File: src/rtl/adder_pkg.sv
// Shared definitions for the nibble-serial adder and its 4-bit ripple-carry stage.
package adder_pkg;

    localparam int NIBBLE_W = 4;

    typedef enum logic [1:0] {
        IDLE = 2'd0,
        ADD  = 2'd1,
        DONE = 2'd2
    } state_t;

endpackage

File: src/rtl/ripple_carry_adder_4bit.sv
// Purely combinational 4-bit ripple-carry adder built from a chain of full adders.
module ripple_carry_adder_4bit
    import adder_pkg::*;
(
    input  logic [NIBBLE_W-1:0] i_a,
    input  logic [NIBBLE_W-1:0] i_b,
    input  logic                i_c_in,
    output logic [NIBBLE_W-1:0] o_sum,
    output logic                o_c_out
);

    logic [NIBBLE_W:0] w_carry;

    assign w_carry[0] = i_c_in;

    for (genvar gi = 0; gi < NIBBLE_W; gi++) begin : g_fa
        assign o_sum[gi]       = i_a[gi] ^ i_b[gi] ^ w_carry[gi];
        assign w_carry[gi + 1] = (i_a[gi] & i_b[gi]) | (w_carry[gi] & (i_a[gi] ^ i_b[gi]));
    end

    assign o_c_out = w_carry[NIBBLE_W];

endmodule

File: src/rtl/nibble_serial_adder.sv
// Multi-cycle WIDTH-bit adder: one nibble per clock through a single 4-bit adder,
// carry registered between nibbles, valid/ready handshakes on both sides.
module nibble_serial_adder
    import adder_pkg::*;
#(
    parameter int WIDTH = 16
) (
    input  logic             clk,
    input  logic             rst,
    input  logic             in_valid,
    output logic             in_ready,
    input  logic [WIDTH-1:0] a,
    input  logic [WIDTH-1:0] b,
    input  logic             c_in,
    output logic             out_valid,
    input  logic             out_ready,
    output logic [WIDTH-1:0] sum,
    output logic             c_out,
    output logic             busy
);

    localparam int NIB   = WIDTH / NIBBLE_W;
    localparam int IDX_W = (NIB > 1) ? $clog2(NIB) : 1;
    localparam logic [IDX_W-1:0] LAST_IDX = IDX_W'(NIB - 1);

    state_t r_state;
    state_t w_state_next;

    logic [WIDTH-1:0]    r_a;
    logic [WIDTH-1:0]    r_b;
    logic                r_carry;
    logic                r_c_out;
    logic [IDX_W-1:0]    r_idx;

    logic [NIBBLE_W-1:0] w_a_nib [NIB];
    logic [NIBBLE_W-1:0] w_b_nib [NIB];
    logic [NIBBLE_W-1:0] w_nib_sum;
    logic                w_nib_carry;
    logic                w_accept;
    logic                w_step;
    logic                w_last;

    assign w_accept = (r_state == IDLE) && in_valid;
    assign w_step   = (r_state == ADD);
    assign w_last   = (r_idx == LAST_IDX);

    always_ff @(posedge clk) begin
        if (rst) begin
            r_state <= IDLE;
        end else begin
            r_state <= w_state_next;
        end
    end

    always_comb begin
        w_state_next = r_state;
        case (r_state)
            IDLE:    if (in_valid)  w_state_next = ADD;
            ADD:     if (w_last)    w_state_next = DONE;
            DONE:    if (out_ready) w_state_next = IDLE;
            default: w_state_next = IDLE;
        endcase
    end

    // Operand capture, carry chain and step index; idx parks on the last nibble.
    always_ff @(posedge clk) begin
        if (rst) begin
            r_a     <= '0;
            r_b     <= '0;
            r_carry <= 1'b0;
            r_c_out <= 1'b0;
            r_idx   <= '0;
        end else if (w_accept) begin
            r_a     <= a;
            r_b     <= b;
            r_carry <= c_in;
            r_c_out <= 1'b0;
            r_idx   <= '0;
        end else if (w_step) begin
            r_carry <= w_nib_carry;
            if (w_last) begin
                r_c_out <= w_nib_carry;
            end else begin
                r_idx <= r_idx + 1'b1;
            end
        end
    end

    for (genvar gi = 0; gi < NIB; gi++) begin : g_nib
        logic [NIBBLE_W-1:0] r_sum_nib;

        assign w_a_nib[gi] = r_a[gi*NIBBLE_W +: NIBBLE_W];
        assign w_b_nib[gi] = r_b[gi*NIBBLE_W +: NIBBLE_W];

        always_ff @(posedge clk) begin
            if (rst || w_accept) begin
                r_sum_nib <= '0;
            end else if (w_step && (r_idx == IDX_W'(gi))) begin
                r_sum_nib <= w_nib_sum;
            end
        end

        assign sum[gi*NIBBLE_W +: NIBBLE_W] = r_sum_nib;
    end

    ripple_carry_adder_4bit u_rca (
        .i_a     (w_a_nib[r_idx]),
        .i_b     (w_b_nib[r_idx]),
        .i_c_in  (r_carry),
        .o_sum   (w_nib_sum),
        .o_c_out (w_nib_carry)
    );

    // in_ready is masked while rst is held so nothing is offered during reset.
    assign in_ready  = (r_state == IDLE) && !rst;
    assign out_valid = (r_state == DONE);
    assign busy      = (r_state != IDLE);
    assign c_out     = r_c_out;

endmodule
File: config.mk
export PLATFORM = sky130hd
export DESIGN_NAME = nibble_serial_adder
export DESIGN_NICKNAME = d
export VERILOG_FILES = /design/src/rtl/adder_pkg.sv /design/src/rtl/ripple_carry_adder_4bit.sv /design/src/rtl/nibble_serial_adder.sv
export SDC_FILE = /design/constraint.sdc
export NUM_CORES = 1
export LEC_CHECK = 0
export CORE_MARGIN = 2
export CORE_UTILIZATION = 53
export DETAILED_ROUTE_END_ITERATION = 8
export GPL_TIMING_DRIVEN = 0
export PLACE_DENSITY = 0.92
export SLEW_MARGIN = 20
export SYNTH_ARGS = -nofsm -noshare
export SYNTH_HDL_FRONTEND = slang
export SYNTH_SLANG_ARGS = --single-unit
File: constraint.sdc
create_clock -name clk -period 4.8 [get_ports clk]
set_input_delay 0.48 -clock clk [delete_from_list [all_inputs] [get_ports clk]]
set_output_delay 0.48 -clock clk [all_outputs]
set_load 0.02 [all_outputs]
==> impl_metrics.csv <==
group,metric,value,unit
outcome,status,"finished clean",
cts,cts.htree.levels,2,
synthesis,yosys_register_bits,54,
synthesis,synthesis.area,2330,um^2
power_and_ir_drop,cellInternalPower,0.000659,W
power_and_ir_drop,total_power,0.000884,W
setup_path,cp.buffers_inverters,4,
cts,clockBufferDepth,2,
floorplanning,die_w,70.4,um
finish,layout.nets,365,
synthesis,postSynthCellCount,258,
power_and_ir_drop,pwr-share-comb,0.166,
setup_path,start_kind,"flip-flop",
floorplanning,core-area,4290,um^2
synthesis,ys_types,25,
timing,maxSlewHeadroom,0.673,
cts,postCtsSetupBuffers,0,
placement,place_congestion,0.829,
global_routing,grt_usage,0.231,
synthesis,synth_flop_cell,"dfxtp_1",
timing,hold_viol_final,0,
min_path,hp-class,"flip-flop to flip-flop",
routing,route.detailed.drc,0,
finish,drive_above_1_share,0.106,
global_routing,antenna_found_initial,0,
cts,tritoncts,"yes",
setup_path,crit_required,5020,ps
cts,ctsHoldBuffers,0,
timing,fmax,0.306,GHz
setup_path,critPathSlowestCell,"mux4_2",
global_routing,grt_pass1_wl,8920,um
floorplanning,num_rows,24,
timing,rsz0062_at_grt,"false",
routing,vias_per_cell,5.21,
synthesis,ys_seq_area_frac,0.463,
finish,antenna_cells,0,
min_path,min_from,"r_a[11]",
setup_path,crit_family,"adder cells",
power_and_ir_drop,power_switching,0.000225,W
cts,clock_latency,310,ps
placement,place_hpwl,3900,um
global_routing,grt_pass1_vias,1979,
power_and_ir_drop,pwr-share-seq,0.542,
routing,drtIter0Drc,81,
power_and_ir_drop,switching_share,0.255,
timing,slew_viol_final,0,
routing,drt_wl_total,5270,um
setup_path,crit_top_cell,"fa_1",
global_routing,grt_max_degree,16,
setup_path,reg2reg_from,"r_idx[0]",
timing,tns,0,ps
finish,layout_common_cells,"nand2_1 (64), clkdlybuf4s50_1 (55), dfxtp_1 (54)",
timing,period_needed,3260,ps
cts,cts-root-buf,"clkbuf_8",
timing,fin_crit_sh,0.680,
timing,skew,7.80,ps
power_and_ir_drop,power_density,291,nW/um^2
routing,num_vias,1945,
setup_path,worstPathCellList,"buf_2 -> mux4_2 -> fa_1 -> inv_1 -> fa_1 -> inv_1 -> fa_1 -> inv_1 -> fa_1 -> a211oi_1",
power_and_ir_drop,p_clk_frac,0.292,
cts,clk_pin_slew,90,ps
routing,drt_pass1_iterations,4,
global_routing,overflow,0,
setup_path,critPathArrivalTime,3490,ps
floorplanning,die_area,4950,um^2
routing,detail-route-antenna-nets,0,
synthesis,synth_edf_count,0,
synthesis,synth_fp_nets,303,
timing,tightest_slew,491,ps
finish,synthToLayoutAreaGrowth,30.3,%
floorplanning,die_h,70.4,um
job,max_cap_viol_count,0,
synthesis,avgSynthCellArea,9.04,um^2
cts,numCtsBuffers,5,
synthesis,yosysWarnings,0,
setup_path,crit_path_max_fanout,10,
setup_path,end_kind,"flip-flop",
routing,wire_per_inst,14.1,um
synthesis,ys_async_sr_fraction,0,
setup_path,cpPeakStageDelay,570,ps
setup_path,cp-startpoint,"r_idx[0]",
cts,cts_resized,0,
power_and_ir_drop,peakVddDrop,0.224,mV
floorplanning,initial_core_util,0.543,
power_and_ir_drop,leakagePower,1.15,nW
cts,cts.sinks,54,
placement,io_buffers,55,
setup_path,crit_type,"flip-flop to flip-flop",
floorplanning,io_pins,57,
timing,finalSetupViolations,0,
finish,layout_commonest_cell,"nand2_1",
-- worst reg2reg max path, cell delays in order, from the launching register on --
cell	delay, ps
dfxtp_1	390
buf_2	340
mux4_2	570
fa_1	400
inv_1	90
fa_1	160
inv_1	50
fa_1	360
inv_1	90
fa_1	480
a211oi_1	250
-- registers in the layout, summed over array words and instances (netlist names) --
signal	count
c_out	1
g_nib.r_sum_nib	16
r_a	16
r_b	16
r_carry	1
r_idx	2
r_state	2
-- cells by family after synthesis --
logic type | Yosys count | share of synthesized area
adders and majority gates | 8 | 0.0558
xor gates and xnor gates | 1 | 0.00375
AOI/OAI and AO/OA | 45 | 0.108
muxes | 18 | 0.120
buffers and inverters | 33 | 0.0670
DFF | 54 | 0.463
and+or+nand+nor | 99 | 0.182
-- Yosys cell counts (2+ instances only) --
library cell / count / share of area
a211oi_1: 9 / 0.029
a21oi_1: 35 / 0.075
and3b_1: 4 / 0.015
buf_2: 14 / 0.030
buf_6: 2 / 0.0097
clkbuf_1: 4 / 0.0064
dfxtp_1: 54 / 0.46
fa_1: 4 / 0.034
ha_1: 4 / 0.021
inv_1: 12 / 0.019
mux2i_1: 10 / 0.043
mux4_2: 8 / 0.077
nand2_1: 64 / 0.10
nor2_1: 23 / 0.037
-- routing by layer --
metal  global-route usage  share of wire  vias up  wire length, um
li1                     -              -      971                -
met1                0.262           0.40      906             2110
met2                0.426           0.53       60             2820
met3               0.0505          0.050        8              263
met4               0.0769          0.014        0               75
met5                    0              0        -                0
-- area by class of cell --
cell class | count | area (um^2)
fill | 347 | 1250
multi-input combinational | 171 | 1100
sequential | 54 | 1080
timing repair buffer | 55 | 551
buffer | 21 | 111
clock buffer | 7 | 86.3
tap | 52 | 65.1
inverter | 12 | 45.0
clock inverter | 1 | 5.00
-- final timing paths --
path	slack [ps]	end	cells after the start
worst max-delay path	1540	g_nib[1].r_sum_nib[3]	10
worst min-delay path	460	r_a[11]	2
worst max register to register	1540	g_nib[1].r_sum_nib[3]	10
worst min register to register	460	r_a[11]	2
-- power groups by stage --
stage / Combinational (W) / Clock [W] / Sequential (W)
finish: 0.000146 / 0.000258 / 0.000479
global route: 0.000161 / 0.000277 / 0.000482
CTS: 0.000147 / 0.000259 / 0.000479
detailed placement: 0.000145 / 0 / 0.000490
global placement: 0.000140 / 0 / 0.000488
floorplan: 0.0000836 / 0 / 0.000489
-- metrics by stage --
stage	worst slack, ps	util	instance area, um^2	hold WS (ps)	cells
6_report	1540	0.708	3040	457	373
5_1_grt	1380	0.708	3040	484	373
4_1_cts	1510	0.708	3040	456	373
3_5_place_dp	1570	0.687	2950	444	365
3_3_place_gp	1720	0.687	2950	439	365
2_1_floorplan	1930	-	2330	433	258
Note: power is estimated with default switching activity, not from simulation.
